===== src/rtl/wb_port_arbiter.sv =====
// Writeback port arbiter: NREQ one-entry slots drained round-robin into a registered
// register-file write port. Optional WBARB_STALL_CNT_EN adds per-requester stall counters.
module wb_port_arbiter #(
    parameter int NREQ = 3,
    parameter int AW   = 5,
    parameter int DW   = 32
) (
    input  logic                 clk,
    input  logic                 rst,
    input  logic [NREQ-1:0]      I_req_valid,
    output logic [NREQ-1:0]      O_req_ready,
    input  logic [NREQ*AW-1:0]   I_req_addr,
    input  logic [NREQ*DW-1:0]   I_req_data,
    output logic                 O_rd_we,
    output logic [AW-1:0]        O_rd_waddr,
    output logic [DW-1:0]        O_rd_wdata,
    output logic [(1<<AW)-1:0]   O_busy_mask
`ifdef WBARB_STALL_CNT_EN
    ,
    output logic [NREQ*32-1:0]   O_stall_cnt
`endif
);

    localparam int PW = (NREQ > 1) ? $clog2(NREQ) : 1;

    logic [NREQ-1:0] slot_vld_p0;
    logic [AW-1:0]   slot_addr_p0 [NREQ];
    logic [DW-1:0]   slot_data_p0 [NREQ];
    logic [PW-1:0]   ptr;

    logic [NREQ-1:0] grant;
    logic [PW-1:0]   grant_idx;
    logic            grant_any;
    logic [NREQ-1:0] accept;
    logic [NREQ-1:0] load;

    logic            rd_we_p1;
    logic [AW-1:0]   rd_waddr_p1;
    logic [DW-1:0]   rd_wdata_p1;

    // Index base+off reduced modulo NREQ; both operands are below NREQ.
    function automatic logic [PW-1:0] wrap_idx(input logic [PW-1:0] base, input int unsigned off);
        int unsigned sum;
        sum = 32'(base) + off;
        if (sum >= 32'(NREQ)) begin
            sum = sum - 32'(NREQ);
        end
        return sum[PW-1:0];
    endfunction

    function automatic logic [31:0] sat_inc(input logic [31:0] value);
        return (value == 32'hFFFF_FFFF) ? value : value + 32'd1;
    endfunction

    // A draining slot may refill on the same edge.
    assign O_req_ready = ~slot_vld_p0 | grant;

    always_comb begin
        accept = '0;
        load   = '0;
        for (int i = 0; i < NREQ; i++) begin
            accept[i] = I_req_valid[i] && O_req_ready[i];
            load[i]   = accept[i] && (I_req_addr[i*AW +: AW] != '0);
        end
    end

    always_comb begin
        grant     = '0;
        grant_idx = '0;
        grant_any = 1'b0;
        for (int k = 0; k < NREQ; k++) begin
            if (!grant_any && slot_vld_p0[wrap_idx(ptr, 32'(k))]) begin
                grant_any = 1'b1;
                grant_idx = wrap_idx(ptr, 32'(k));
            end
        end
        if (grant_any) begin
            grant[grant_idx] = 1'b1;
        end
    end

    // ---- stage p0: holding slots and round-robin pointer ----
    always_ff @(posedge clk) begin
        if (rst) begin
            slot_vld_p0 <= '0;
            ptr         <= '0;
        end else begin
            for (int i = 0; i < NREQ; i++) begin
                if (load[i]) begin
                    slot_vld_p0[i] <= 1'b1;
                end else if (grant[i]) begin
                    slot_vld_p0[i] <= 1'b0;
                end
            end
            if (grant_any) begin
                ptr <= wrap_idx(grant_idx, 32'd1);
            end
        end
    end

    always_ff @(posedge clk) begin
        for (int i = 0; i < NREQ; i++) begin
            if (load[i]) begin
                slot_addr_p0[i] <= I_req_addr[i*AW +: AW];
                slot_data_p0[i] <= I_req_data[i*DW +: DW];
            end
        end
    end

    // ---- stage p1: registered register-file write port ----
    always_ff @(posedge clk) begin
        if (rst) begin
            rd_we_p1    <= 1'b0;
            rd_waddr_p1 <= '0;
            rd_wdata_p1 <= '0;
        end else begin
            rd_we_p1 <= grant_any;
            if (grant_any) begin
                rd_waddr_p1 <= slot_addr_p0[grant_idx];
                rd_wdata_p1 <= slot_data_p0[grant_idx];
            end
        end
    end

    assign O_rd_we    = rd_we_p1;
    assign O_rd_waddr = rd_waddr_p1;
    assign O_rd_wdata = rd_wdata_p1;

    always_comb begin
        O_busy_mask = '0;
        for (int i = 0; i < NREQ; i++) begin
            if (slot_vld_p0[i]) begin
                O_busy_mask[slot_addr_p0[i]] = 1'b1;
            end
        end
        if (rd_we_p1) begin
            O_busy_mask[rd_waddr_p1] = 1'b1;
        end
    end

`ifdef WBARB_STALL_CNT_EN
    logic [31:0] stall_cnt [NREQ];

    // A stall is a cycle where the slot holds data but another requester won.
    always_ff @(posedge clk) begin
        if (rst) begin
            for (int i = 0; i < NREQ; i++) begin
                stall_cnt[i] <= '0;
            end
        end else begin
            for (int i = 0; i < NREQ; i++) begin
                if (slot_vld_p0[i] && !grant[i]) begin
                    stall_cnt[i] <= sat_inc(stall_cnt[i]);
                end
            end
        end
    end

    always_comb begin
        O_stall_cnt = '0;
        for (int i = 0; i < NREQ; i++) begin
            O_stall_cnt[i*32 +: 32] = stall_cnt[i];
        end
    end
`endif

endmodule


===== config.mk =====
export PLATFORM = sky130hd
export DESIGN_NAME = wb_port_arbiter
export DESIGN_NICKNAME = d
export VERILOG_FILES = /design/src/rtl/wb_port_arbiter.sv
export SDC_FILE = /design/constraint.sdc
export NUM_CORES = 1
export LEC_CHECK = 0
export ABC_AREA = 1
export CAP_MARGIN = 30
export CORE_ASPECT_RATIO = 0.6
export CORE_MARGIN = 3
export CORE_UTILIZATION = 38
export DETAILED_ROUTE_END_ITERATION = 10
export GPL_ROUTABILITY_DRIVEN = 0
export GPL_TIMING_DRIVEN = 0
export PLACE_DENSITY = 0.63
export SLEW_MARGIN = 20
export SYNTH_ARGS = -nofsm -noshare
export SYNTH_HDL_FRONTEND = slang
export SYNTH_SLANG_ARGS = --single-unit

===== constraint.sdc =====
create_clock -name clk -period 5.1 [get_ports clk]
set_input_delay 1.275 -clock clk [delete_from_list [all_inputs] [get_ports clk]]
set_output_delay 1.275 -clock clk [all_outputs]
set_load 0.05 [all_outputs]

==> impl_metrics.csv, run 1 <==
group,metric,value,unit
run_status,status,"finished clean",
sta,fin_skew,17.7,ps
die,rows,37,
power,ir_drop,301,µV
clock_tree,clockRootBuffer,"clkbuf_16",
synth,yosysWarningCount,0,
sta,fmax,207,MHz
placement,dp_hpwl,15.3,mm
synth,synth_fp_nets,831,
clock_tree,cts_hold_buf,0,
worst_setup_path,arrival,3560,ps
synth,netlist-cell-type-count,31,
synth,async_flop_share,0,%
sta,relSlewSlack,26.9,%
synth,yosys.area_share.simple,21.6,%
sta,hold_violations,0,
power,power.density,602,mW/mm²
routing,met3WireLength,2.72,mm
sta,tightestPinTransition,1090,ps
layout,layout_common_cells,"241 x nand2_1, 188 x clkdlybuf4s50_1, 111 x edfxtp_1",
clock_tree,clk_pin_slew_worst_paths,60,ps
layout,fillers,1531,
layout,diodes,0,
sta,finalSetupViolCount,0,
grt,grt_util_all_layers,21.8,%
grt,grt_pass1_vias,5684,
worst_setup_path,worstPathMaxFanout,10,
sta,worst_slack,262,ps
layout,final_common_cell,"nand2_1",
clock_tree,post_cts_resized,0,
synth,synth_top_family_by_area,"simple AND/OR/NAND/NOR gates",
synth,synth_ff_type,"edfxtp_1",
worst_hold_path,hold_class,"reg -> reg",
clock_tree,insertion_delay,410,ps
synth,synth-compound-area-share,10.7,%
routing,ant_nets,0,
placement,numPortBuffers,188,
die,fp.dieH,110,µm
die,core_area,0.0174,mm²
layout,fin_nets,1048,
power,leakagePower,3.93,nW
clock_tree,h-tree-depth,4,
worst_setup_path,critPathLaunchType,"flip-flop",
routing,top_layer_used,"met5",
sta,timing.final.crit_share,94.9,%
worst_setup_path,reg2reg_depth,13,
grt,antenna_found_initial,1,
worst_setup_path,crit_type,"reg -> out",
synth,avgSynthCellArea,9.65,µm²
worst_setup_path,end_kind,"output pin",
routing,drt_first_pass_iters,6,
die,start_util,39.3,%
synth,syn_inst,710,
worst_setup_path,critical_path_required,3830,ps
worst_setup_path,r2r_start,"ptr[0]$_SDFFE_PP0P_",
worst_setup_path,startpoint,"ptr[0]$_SDFFE_PP0P_",
synth,syn_area,0.00685,mm²
sta,rsz0062_at_grt,"false",
routing,met1_length,9.75,mm
clock_tree,cts_tree,"yes",
synth,synthXorXnorAreaFrac,0,%
layout,regArea,0.00419,mm²
worst_setup_path,r2r-end,"slot_data_p0[2][4]$_DFFE_PP_",
sta,slew_viol_final,0,
clock_tree,cts.sinks,154,
clock_tree,cts_setup_buffers,0,
grt,grt-ovfl-total,0,
routing,vias,6047,
synth,synth-seq-cells,154,
layout,multi_input_area,0.00230,mm²
clock_tree,cts_buffers,17,
routing,post_drt_wl_per_cell,18.2,µm
grt,grt_pass1_wl,32.1,mm
routing,avgViaCountPerCell,5.15,
synth,seq_area_frac_synth,61.2,%
power,finalPower,5.90,mW
sta,finalCriticalPeriod,4840,ps
clock_tree,clockBufferDepth,2,
sta,hold_slack,527,ps
routing,wl,21.3,mm
run,maxCapViolations,0,
layout,layout-drive-gt1-share,7.98,%
die,die_area,0.0197,mm²
placement,dp_slack,701,ps
synth,synth-edff-count,111,
worst_setup_path,crit_end,"O_req_ready[2]",
synth,yosys-mux-area-fraction,0,%
die,io_pins,189,
routing,drc_errors,0,
grt,grt_max_degree,25,
routing,initialDrtViolationCount,723,
die,chipWidth,179,µm
routing,dr_wl_met2,8.71,mm
layout,area_delta_synth_final,43.2,%
worst_setup_path,rrSetupSlack,2100,ps
synth,synth_fa_ha_area_share,0.913,%
kinds of logic after synthesis:
group,Yosys count
flops,154
buf+inv,85
fa+ha+maj,5
simple gates,364
compound gates,102
worst max-delay path, stage by stage (launching register included):
cell	delay, ps
dfxtp_1	360
inv_1	90
ha_1	380
inv_2	110
nand3_1	80
nand3_1	140
nand4_1	100
nand2_1	130
buf_4	210
buf_2	280
ha_1	210
nand2_1	110
nand2_1	140
clkdlybuf4s50_1	810
area by class of cell:
type,count,area share [%]
multi-input combinational,471,23.5
tap,234,2.99
timing repair buffer,198,20.8
sequential,154,42.8
inverter,57,2.18
clock inverter,14,1.79
clock buffer,18,4.38
buffer,28,1.66
cells in the mapped netlist, types with 2 or more instances:
cell type	instances	area, µm²
a21oi_1	27	135
a22oi_1	27	203
a41oi_1	4	35.0
buf_2	10	50.1
buf_4	6	45.0
buf_6	3	33.8
clkbuf_1	8	30.0
dfxtp_1	43	861
edfxtp_1	111	3330
ha_1	5	62.6
inv_1	52	195
inv_2	5	18.8
nand2_1	241	905
nand3_1	50	250
nand4_1	2	12.5
nor2_1	40	150
nor2_2	2	12.5
nor3_1	23	115
o21ai_0	3	15.0
o221ai_1	31	272
o22ai_1	3	18.8
o41ai_1	3	26.3
or2_2	3	18.8
where the power goes:
group | internal, mW | switching (mW)
Clock | 0.744 | 0.557
Sequential | 1.64 | 0.143
Combinational | 0.911 | 1.90
Total | 3.30 | 2.60
worst min-delay path by stage:
stage | startpoint | end | slack, ps | cells after the start
3_3_place_gp | slot_data_p0[0][14]$_DFFE_PP_ | O_rd_wdata[14]$_SDFFE_PP0P_ | 510 | 4
3_5_place_dp | slot_data_p0[1][4]$_DFFE_PP_ | O_rd_wdata[4]$_SDFFE_PP0P_ | 510 | 4
4_1_cts | slot_data_p0[1][4]$_DFFE_PP_ | O_rd_wdata[4]$_SDFFE_PP0P_ | 530 | 4
6_report | slot_data_p0[1][4]$_DFFE_PP_ | O_rd_wdata[4]$_SDFFE_PP0P_ | 530 | 4
5_1_grt | slot_data_p0[1][25]$_DFFE_PP_ | O_rd_wdata[25]$_SDFFE_PP0P_ | 560 | 4
2_1_floorplan | slot_data_p0[0][11]$_DFFE_PP_ | O_rd_wdata[11]$_SDFFE_PP0P_ | 490 | 4
stage by stage:
| stage | instances | TNS, ps | instance area [µm²] | utilization (%) |
|---|---|---|---|---|
| after floorplan | 710 | 0 | 6850 | - |
| after global placement | 1132 | -58280 | 9020 | 51.8 |
| after detailed placement | 1139 | 0 | 9190 | 52.8 |
| after CTS | 1171 | 0 | 9790 | 56.2 |
| after global routing | 1174 | 0 | 9810 | 56.3 |
| final | 1174 | 0 | 9810 | 56.3 |
per-layer routing:
layer  GRT usage, %  vias to the layer above
met3           7.08                       20
met1           32.2                     2760
met4           4.74                        2
met5              0                        -
li1               -                     2914
met2           31.2                      351
flip-flops by register name (all words and copies together), names as in the netlist:
| name | count |
|---|---|
| slot_data_p0 | 96 |
| O_rd_wdata | 32 |
| slot_addr_p0 | 15 |
| O_rd_waddr | 5 |
| slot_vld_p0 | 3 |
| ptr | 2 |
| O_rd_we | 1 |
Note: power is estimated with default switching activity, not from simulation.
==> run 2, diff against run 1 <==
RECOVER_POWER = 50   (was not set)
==> impl_metrics.csv, run 2 (same netlist as run 1, synthesis figures left out) <==
group,metric,value,unit
routing,ant_nets,0,
worst_setup_path,crit_chain,"inv_1 -> ha_1 -> inv_2 -> nand3_1 -> nand3_1 -> nand4_1 -> nand2_1 -> buf_4 -> buf_2 -> ha_1 -> nand2_1 -> nand2_1 -> clkdlybuf4s50_1",
sta,hold_violations,0,
worst_setup_path,r2r_start,"ptr[0]$_SDFFE_PP0P_",
die,rows,37,
layout,design_area,0.00981,mm²
clock_tree,cts_tree,"yes",
clock_tree,cts_setup_buffers,0,
worst_setup_path,arrival,3550,ps
clock_tree,clockBufferDepth,2,
run,maxCapViolations,0,
worst_hold_path,worstHoldEndpoint,"O_rd_wdata[4]$_SDFFE_PP0P_",
worst_setup_path,critical_path.max_stage_delay,810,ps
layout,fin_nets,1048,
power,leakagePower,3.96,nW
clock_tree,insertion_delay,410,ps
power,power.density,600,mW/mm²
clock_tree,cts.sinks,154,
layout,largest_reg_flops,96,
worst_setup_path,critical_path_required,3830,ps
placement,dp_hpwl,15.3,mm
worst_setup_path,crit_type,"reg -> out",
grt,grt_max_degree,25,
sta,worst_slack,270,ps
layout,final_common_cell,"nand2_1",
worst_setup_path,critPathLaunchType,"flip-flop",
die,io_pins,189,
worst_hold_path,min_path_cells,4,
worst_setup_path,reg2reg_depth,12,
clock_tree,cts_buffers,17,
routing,initialDrtViolationCount,740,
worst_setup_path,worst-path-buf-inv,5,
worst_setup_path,r2r-end,"slot_data_p0[1][13]$_DFFE_PP_",
sta,finalSetupViolCount,0,
worst_hold_path,hp-start,"slot_data_p0[1][4]$_DFFE_PP_",
placement,dp.cells,1139,
worst_hold_path,hold_class,"reg -> reg",
grt,grt_util_all_layers,21.8,%
die,chipWidth,179,µm
layout,utilization,56.4,%
sta,timing.final.crit_share,94.7,%
die,core_area,0.0174,mm²
layout,layout-drive-gt1-share,7.45,%
clock_tree,clk_pin_slew_worst_paths,60,ps
layout,fin_cells,1178,
routing,avgViaCountPerCell,5.12,
die,start_util,39.3,%
worst_setup_path,end_kind,"output pin",
power,finalPower,5.89,mW
routing,post_drt_wl_per_cell,18.1,µm
sta,fin_skew,17.0,ps
sta,tightestPinTransition,1110,ps
sta,slew_viol_final,0,
clock_tree,h-tree-depth,4,
placement,dp_slack,701,ps
clock_tree,cts_hold_buf,0,
layout,largest_register,"slot_data_p0",
clock_tree,post_cts_resized,0,
routing,drt_first_pass_iters,5,
layout,regArea,0.00419,mm²
run_status,status,"finished clean",
sta,finalCriticalPeriod,4830,ps
sta,relSlewSlack,25.5,%
layout,area_delta_synth_final,43.2,%
sta,fmax,207,MHz
placement,numPortBuffers,188,
layout,layout_common_cells,"241 x nand2_1, 113 x dlygate4sd3_1, 111 x edfxtp_1",
die,fp.dieH,110,µm
layout,multi_input_area,0.00230,mm²
clock_tree,clockRootBuffer,"clkbuf_16",
sta,rsz0062_at_grt,"false",
worst_setup_path,crit_slowest_cell,"clkdlybuf4s50_1",
grt,grt_pass1_vias,5684,
worst_setup_path,critPathTopFamily,"buffers and inverters",
grt,grt_pass1_wl,32.1,mm
routing,wl,21.4,mm
die,die_area,0.0197,mm²
power,ir_drop,302,µV
worst_setup_path,critPathMostFrequentCell,"nand2_1",
routing,drc_errors,0,
layout,fillers,1526,
grt,grt-ovfl-total,0,
worst_setup_path,rrSetupSlack,2080,ps
worst_setup_path,worstPathMaxFanout,10,
placement,post_dp_cell_area,0.00919,mm²
grt,antenna_found_initial,9,
routing,vias,6037,
-- run 2: cell count changes in the layout (fill, tap and decap cells not counted), sizes merged --
cell	previous run	this run
inv	65	64
buf	29	27
clkdlybuf4s50	188	75
clkinv	3	4
diode	0	4
clkbuf	27	29
dlygate4sd3	0	113
-- run 2: worst max-delay path by stage --
stage               depth (start not counted)                            to  slack [ps]           startpoint
floorplan                                  12  slot_addr_p0[2][0]$_DFFE_PP_        1060  ptr[0]$_SDFFE_PP0P_
global placement                            4  slot_data_p0[0][0]$_DFFE_PP_        -840        I_req_addr[1]
detailed placement                         13                O_req_ready[2]         700  ptr[0]$_SDFFE_PP0P_
CTS                                        13                O_req_ready[2]         240  ptr[0]$_SDFFE_PP0P_
global route                               13                O_req_ready[2]          50  ptr[0]$_SDFFE_PP0P_
finish                                     13                O_req_ready[2]         270  ptr[0]$_SDFFE_PP0P_
-- run 2: cell type report --
| cell class | count | share of cell area (%) |
|---|---|---|
| antenna | 4 | 0.102 |
| buffer | 28 | 1.63 |
| clock buffer | 18 | 4.37 |
| clock inverter | 14 | 1.79 |
| inverter | 57 | 2.18 |
| multi-input combinational | 471 | 23.4 |
| sequential | 154 | 42.7 |
| tap | 234 | 2.98 |
| timing repair buffer | 198 | 20.8 |
-- run 2: layer usage --
layer  up-vias  GRT usage (%)  share of wire [%]
met1      2741           32.2                 46
met2       343           31.2                 41
met5         -              0               0.24
li1       2917              -                  -
met3        26           7.08                 12
met4        10           4.74               0.73
-- run 2: power by group --
group | internal (mW) | leakage (nW) | switching [mW]
registers | 1.64 | 1.42 | 0.142
logic | 0.887 | 2.24 | 1.91
clock network | 0.744 | 0.295 | 0.560
-- run 2: per-stage QoR --
stage / TNS (ps) / hold WS (ps)
after floorplan: 0 / 493
after global placement: -58280 / 508
after detailed placement: 0 / 513
after CTS: 0 / 529
after global routing: 0 / 556
final: 0 / 527
-- run 2: worst register-to-register path, delay by kind of cell (launching register included) --
family	cells	cell delay [ps]
DFF	1	360
buffers and inverters	5	1230
adders and majority gates	1	380
and+or+nand+nor	6	730
